--- src/rtl/cpu_mem_pkg.sv ---
// Shared constants and types for the data-RAM port arbiter and its helpers.
package cpu_mem_pkg;

  localparam int DEF_NUM_REQ   = 2;
  localparam int DEF_ADDR_W    = 4;
  localparam int DEF_DATA_W    = 8;
  localparam int DEF_MAX_BURST = 4;

  typedef enum logic {
    ARB_IDLE,
    ARB_LOCKED
  } arb_state_t;

  // Index width for a requester number; at least one bit even for two requesters.
  function automatic int idx_width(input int n);
    return (n > 2) ? $clog2(n) : 1;
  endfunction

endpackage

--- src/rtl/ram_port_arbiter_rr_pick.sv ---
// Rotate-priority encoder: first asserted request at or above rr_ptr_i, wrapping.
module rr_pick
  import cpu_mem_pkg::*;
#(
  parameter int NUM_REQ = DEF_NUM_REQ,
  parameter int IDX_W   = idx_width(NUM_REQ)
) (
  input  logic [NUM_REQ-1:0] req_i,
  input  logic [IDX_W-1:0]   rr_ptr_i,
  output logic [NUM_REQ-1:0] gnt_o,
  output logic [IDX_W-1:0]   idx_o,
  output logic               any_o
);

  logic [IDX_W-1:0] j;

  always_comb begin
    gnt_o = '0;
    idx_o = '0;
    any_o = 1'b0;
    j     = '0;
    for (int unsigned k = 0; k < NUM_REQ; k++) begin
      j = IDX_W'((32'(rr_ptr_i) + k) % 32'(NUM_REQ));
      if (!any_o && req_i[j]) begin
        any_o    = 1'b1;
        gnt_o[j] = 1'b1;
        idx_o    = j;
      end
    end
  end

endmodule

--- src/rtl/ram_port_arbiter.sv ---
// Round-robin arbiter with bounded lock for the shared 16x8 data RAM.
// Optional conflict counter ports/logic enabled by defining ARB_CONFLICT_CNT_EN.
module ram_port_arbiter
  import cpu_mem_pkg::*;
#(
  parameter int NUM_REQ   = DEF_NUM_REQ,
  parameter int ADDR_W    = DEF_ADDR_W,
  parameter int DATA_W    = DEF_DATA_W,
  parameter int MAX_BURST = DEF_MAX_BURST
) (
  input  logic                      clk,
  input  logic                      areset,
  input  logic [NUM_REQ-1:0]        req,
  input  logic [NUM_REQ-1:0]        lock,
  input  logic [NUM_REQ-1:0]        we,
  input  logic [NUM_REQ*ADDR_W-1:0] addr,
  input  logic [NUM_REQ*DATA_W-1:0] wdata,
  output logic [NUM_REQ-1:0]        gnt,
  output logic [NUM_REQ-1:0]        rvalid,
  output logic [DATA_W-1:0]         rdata,
  output logic                      ram_we,
  output logic [ADDR_W-1:0]         ram_addr,
  output logic [DATA_W-1:0]         ram_wdata,
  input  logic [DATA_W-1:0]         ram_rdata
`ifdef ARB_CONFLICT_CNT_EN
  ,
  input  logic                      conflict_clr,
  output logic [7:0]                conflict_cnt
`endif
);

  localparam int IDX_W = idx_width(NUM_REQ);
  localparam int CNT_W = $clog2(MAX_BURST + 1);

  arb_state_t          state_q;
  logic [IDX_W-1:0]    owner_q;
  logic [IDX_W-1:0]    rr_ptr_q;
  logic [IDX_W-1:0]    rr_ptr_d;
  logic [CNT_W-1:0]    burst_q;
  logic [NUM_REQ-1:0]  rvalid_q;
  logic [DATA_W-1:0]   rdata_q;

  logic [NUM_REQ-1:0]  pick_oh;
  logic [IDX_W-1:0]    pick_idx;
  logic                pick_any;
  logic [NUM_REQ-1:0]  gnt_oh;
  logic [IDX_W-1:0]    win_idx;
  logic                any_gnt;
  logic                owner_hold;

  rr_pick #(
    .NUM_REQ (NUM_REQ),
    .IDX_W   (IDX_W)
  ) u_rr_pick (
    .req_i    (req),
    .rr_ptr_i (rr_ptr_q),
    .gnt_o    (pick_oh),
    .idx_o    (pick_idx),
    .any_o    (pick_any)
  );

  // A locked owner that stops requesting falls through to plain round-robin this cycle.
  always_comb begin
    owner_hold = (state_q == ARB_LOCKED) && req[owner_q];
    gnt_oh     = '0;
    win_idx    = '0;
    any_gnt    = 1'b0;
    if (!areset) begin
      if (owner_hold) begin
        gnt_oh[owner_q] = 1'b1;
        win_idx         = owner_q;
        any_gnt         = 1'b1;
      end else begin
        gnt_oh  = pick_oh;
        win_idx = pick_idx;
        any_gnt = pick_any;
      end
    end
  end

  always_comb begin
    ram_we    = 1'b0;
    ram_addr  = '0;
    ram_wdata = '0;
    for (int unsigned i = 0; i < NUM_REQ; i++) begin
      if (gnt_oh[i]) begin
        ram_we    = we[i];
        ram_addr  = addr[i*ADDR_W +: ADDR_W];
        ram_wdata = wdata[i*DATA_W +: DATA_W];
      end
    end
  end

  assign rr_ptr_d = IDX_W'((32'(win_idx) + 32'd1) % 32'(NUM_REQ));

  always_ff @(posedge clk or posedge areset) begin
    if (areset) begin
      state_q  <= ARB_IDLE;
      owner_q  <= '0;
      burst_q  <= '0;
      rr_ptr_q <= '0;
      rvalid_q <= '0;
      rdata_q  <= '0;
    end else begin
      rvalid_q <= '0;
      if (any_gnt) begin
        rr_ptr_q <= rr_ptr_d;
        if (!we[win_idx]) begin
          rvalid_q[win_idx] <= 1'b1;
          rdata_q           <= ram_rdata;
        end
      end
      case (state_q)
        ARB_IDLE: begin
          if (any_gnt && lock[win_idx] && MAX_BURST > 1) begin
            state_q <= ARB_LOCKED;
            owner_q <= win_idx;
            burst_q <= CNT_W'(1);
          end
        end
        ARB_LOCKED: begin
          if (gnt_oh[owner_q] && lock[owner_q] && int'(burst_q) < MAX_BURST - 1) begin
            burst_q <= burst_q + CNT_W'(1);
          end else begin
            state_q <= ARB_IDLE;
            burst_q <= '0;
          end
        end
        default: begin
          state_q <= ARB_IDLE;
          burst_q <= '0;
        end
      endcase
    end
  end

  assign gnt    = gnt_oh;
  assign rvalid = rvalid_q;
  assign rdata  = rdata_q;

`ifdef ARB_CONFLICT_CNT_EN
  logic [7:0] conflict_q;

  always_ff @(posedge clk or posedge areset) begin
    if (areset) begin
      conflict_q <= '0;
    end else if (conflict_clr) begin
      conflict_q <= '0;
    end else if (|(req & ~gnt_oh) && conflict_q != '1) begin
      conflict_q <= conflict_q + 8'd1;
    end
  end

  assign conflict_cnt = conflict_q;
`endif

endmodule

--- config.mk ---
export PLATFORM = sky130hd
export DESIGN_NAME = ram_port_arbiter
export DESIGN_NICKNAME = d
export VERILOG_FILES = /design/src/rtl/cpu_mem_pkg.sv /design/src/rtl/ram_port_arbiter_rr_pick.sv /design/src/rtl/ram_port_arbiter.sv
export SDC_FILE = /design/constraint.sdc
export NUM_CORES = 1
export LEC_CHECK = 0
export BUFFER_PORTS_ARGS = -buffer_cell sky130_fd_sc_hd__buf_2
export CORE_MARGIN = 5
export CORE_UTILIZATION = 40
export CTS_CLUSTER_SIZE = 12
export DETAILED_ROUTE_END_ITERATION = 10
export PLACE_DENSITY = 0.76
export SYNTH_ARGS = -nofsm -noshare
export SYNTH_HDL_FRONTEND = slang
export SYNTH_HIERARCHICAL = 1
export SYNTH_SLANG_ARGS = --single-unit
--- constraint.sdc ---
create_clock -name clk -period 2.3 [get_ports clk]
set_clock_uncertainty 0.05 [all_clocks]
set_input_delay 0.46 -clock clk [delete_from_list [all_inputs] [get_ports clk]]
set_output_delay 0.46 -clock clk [all_outputs]
set_load 0.1 [all_outputs]
==> results.txt <==
----------------------------------------------------
[Outcome]
  Status ... finished with violations
  Violations in the final reports ... setup timing

[Clocking]
  Number of buffers inserted during clock tree synthesis ... 3
  TritonCTS clock tree ... yes
  Clock edge transition at the registers on the reported setup and hold paths ... 80 ps
  Clock root buffer ... sky130_fd_sc_hd__clkbuf_4
  # H-tree levels ... 1
  Longest Clk Path Bufs ... 2
  Sink count of the clock tree ... 16
  Clock insertion delay at the later pin of the skew report ... between 200 and 300 ps

[Power and ir drop]
  Overall power consumption ... 1.87 mW
  Worst ir drop on vdd ... just over 1 mV
  Power density cells ... roughly 1100 nW/um^2
  Static Leak ... 0.856 nW

[Timing]
  Setup violations, final ... 21
  Post-layout min period ... 2430 ps
  Setup repair after global routing missed its margin ... yes
  Worst hold slack across all endpoints ... 256 ps
  Slew Viols, Final ... 0
  Actual slew at the worst max-slew pin ... ~670 ps
  Max transition margin ... 55.1%
  Setup TNS after final layout ... -1700 ps
  Fmax ... around 400 MHz
  Min setup slack post-route ... -127 ps
  Count of final hold-check violations ... 0
  Final period util ... 106%

[Setup path]
  Length in cells of the worst reg-to-reg path ... 7
  Start-to-end type of the worst setup path ... reg -> out
  Reg-to-Reg Start ... rr_ptr_q$_DFFE_PP0P_
  Chain of cells forming the critical path ... inv_2, a21boi_2, a21oi_2, a2bb2oi_2, nor2_2, nor3_4, buf_6, a22o_4, buf_12
  Master of the slowest instance on the critical path ... sky130_fd_sc_hd__dfrtp_1
  Slack of the worst reg-to-reg path ... -20 ps
  Arrival @ worst endpoint ... approximately 1900 ps
  Peak per-stage delay on the critical path ... about 420 ps
  CP startpoint kind ... flip-flop
  Maximum net fanout on the critical path ... 6
  CP endpoint kind ... primary output
  CP delay by family, top ... compound AO/OA/AOI/OAI gates
  Count of buffering cells on the critical path with inverters included ... 3
  Endpoint of the most critical register-to-register path ... rdata[4]$_DFFE_PP0P_
  Launch point of the critical path ... rr_ptr_q$_DFFE_PP0P_
  Worst endpoint required time ... between 1500 and 2000 ps

[Logic synthesis]
  Top area cells in the synthesized netlist ... sky130_fd_sc_hd__dfrtp_1, sky130_fd_sc_hd__a22o_1, sky130_fd_sc_hd__mux2_2
  Unique masters post-synth ... 32
  Area fraction in and, or, nand and nor cells after synthesis ... 12.5%
  Most frequent cells after synthesis ... sky130_fd_sc_hd__dfrtp_1, sky130_fd_sc_hd__a22o_1, sky130_fd_sc_hd__mux2_2
  Most instantiated library cell after synthesis ... sky130_fd_sc_hd__dfrtp_1
  Top-area cell type share of the netlist area ... 40.4%
  Number of storage elements in the synthesis netlist ... 16
  Avg Synthesized Cell Area ... approximately 12 um^2
  Adder and majority cell fraction of the synthesized area ... 1.26%
  Portion of netlist area occupied by mux cells ... approximately 16%
  Fraction of the yosys area taken by sequential cells ... between 40% and 50%
  Main flop type after synthesis ... sky130_fd_sc_hd__dfrtp_1
  Gate Count Post-Synth ... 85
  Largest family of logic cells by synthesized area ... compound AO/OA/AOI/OAI gates
  Post-synth net total ... 126
  EDFF count, synth ... 0
  Total of warnings raised by yosys ... 6
  Parity-gate share of the synthesized area counting xor and xnor cells ... 0%
  Most area-hungry cell type in the Yosys netlist ... sky130_fd_sc_hd__dfrtp_1
  Netlist area before placement ... between 900 and 1000 um^2
  Post-synthesis async set-or-reset flop share ... 100%
  Fraction of the mapped netlist area in compound gates ... 25.9%

[Placed design]
  Routability congestion estimate from global placement ... 0.890
  Quantity of I/O buffers inserted on ports ... 64
  Setup Slack @ Placement ... -187 ps
  Number of cells in the design after placement ... ~180
  Placed wire-length estimate after detailed placement ... between 2000 and 3000 um

[Global routing]
  Overflow left after global routing ... 0
  Wire length of the first global-routing pass ... roughly 4700 um
  Maximum number of pins on one net before global-route repair ... 19
  Number of global-route vias before repair ... between 1000 and 1500
  Number of antenna violations at the first check in global routing ... 0
  Overall track demand over capacity in global routing ... between 10% and 20%

[Cells and area]
  Final non-filler cell total ... between 150 and 200
  Filler Cell Count ... about 180
  Antenna diode count ... 0
  P&R area growth vs syn ... 76.9%
  Net count reported at finish ... between 200 and 250
  Ratio of cells with drive above 1 in the final layout ... 73.0%

[Floorplanning]
  Boundary pin count ... 65
  Area of the core ... between 2000 and 2500 um^2
  Chip height ... ~60 um
  Die footprint ... 3570 um^2
  Die X ... approximately 60 um
  Number of placement rows ... 18
  Starting density of the core ... 40.7%

[Drt]
  Via count ... slightly above 1000
  Drt wl/cell ... ~17 um
  Drt first pass iters ... 4
  Iter 0 DRT Violations ... 25
  DRC violation count after routing ... 0
  Final routed wirelength across all metal layers ... roughly 3200 um
  Remaining antenna violation count ... 0
  Via-to-Cell Ratio ... around 5.3

[Hold path]
  Hold/Removal Path Class ... in -> async

[Run]
  Number of maximum-capacitance constraint violations ... 0

----------------------------------------------------
cells by family (layout without fill, tap and decap cells):
group / Yosys count / count (layout)
adder cells (fa/ha/maj): 1 / 1
AND/OR/NAND/NOR: 18 / 18
buffers and inverters: 8 / 82
AO/OA/AOI/OAI: 29 / 29
flip-flops: 16 / 16
multiplexers: 13 / 13
tightest hold or removal path, delay by kind of cell:
kind	cells	cell delay, ps
buffers and inverters	3	510
through the flow:
step / area [um^2] / util [%]
floorplan: 1010 / -
global placement: 1620 / 66.7
detailed placement: 1620 / 66.7
CTS: 1690 / 69.3
global route: 1750 / 72.1
finish: 1750 / 72.1
routing by layer:
| layer | track usage [%] | share of wire, % |
|---|---|---|
| met3 | 4.10 | 12 |
| met2 | 33.2 | 51 |
| met4 | 8.23 | 3.7 |
| met1 | 17.6 | 33 |
| met5 | 0 | 0 |
how the worst max path moves through the flow:
stage,end,slack [ps],depth (start not counted)
floorplan,ram_addr[1],-240,6
global placement,rdata[7]$_DFFE_PP0P_,-70,7
detailed placement,rdata[4]$_DFFE_PP0P_,-190,7
CTS,ram_addr[2],-100,8
global route,ram_addr[1],-250,9
finish,ram_wdata[3],-130,9
what timing repair did:
item / 4_1_cts / 5_1_grt
setup endpoints to repair: 13 / 23
gates resized for setup: 10 / 10
cloned: 0 / 1
pin swaps: 0 / 1
hold buffers: 0 / 0
buffers inserted: 1 / 1
registers in the layout (all words and copies together), names as in the netlist:
signal and cells:
rr_ptr_q 1, rdata 8, rvalid 2, state_q 1, burst_q 3, owner_q 1
where the power goes:
| group | internal (mW) | switching [mW] |
|---|---|---|
| clock network | 0.0610 | 0.0827 |
| registers | 0.350 | 0.0580 |
| logic | 0.429 | 0.889 |
| total | 0.840 | 1.03 |
final cells by class:
type | instances | area (um^2) | share of cell area (%)
Inverter | 5 | 18.8 | 1.07
Sequential cell | 16 | 402 | 22.9
Clock buffer | 3 | 22.5 | 1.28
Timing Repair Buffer | 74 | 632 | 36.0
Multi-Input combinational cell | 61 | 641 | 36.5
Tap cell | 30 | 37.5 | 2.14
cells in the final DEF, fill, tap and decap left out, drive strengths merged:
cell type / n
and3: 1
inv: 5
dfrtp: 16
nor3: 2
o21ai: 2
nand4: 1
clkbuf: 3
a22o: 15
a211oi: 1
nor3b: 1
or2: 1
mux2i: 1
mux2: 12
o32ai: 1
buf: 74
a21oi: 4
or2b: 1
a21boi: 3
nand2: 5
ha: 1
a31oi: 1
a2bb2oi: 2
nor2: 6
(Power assumes the default switching activity.)
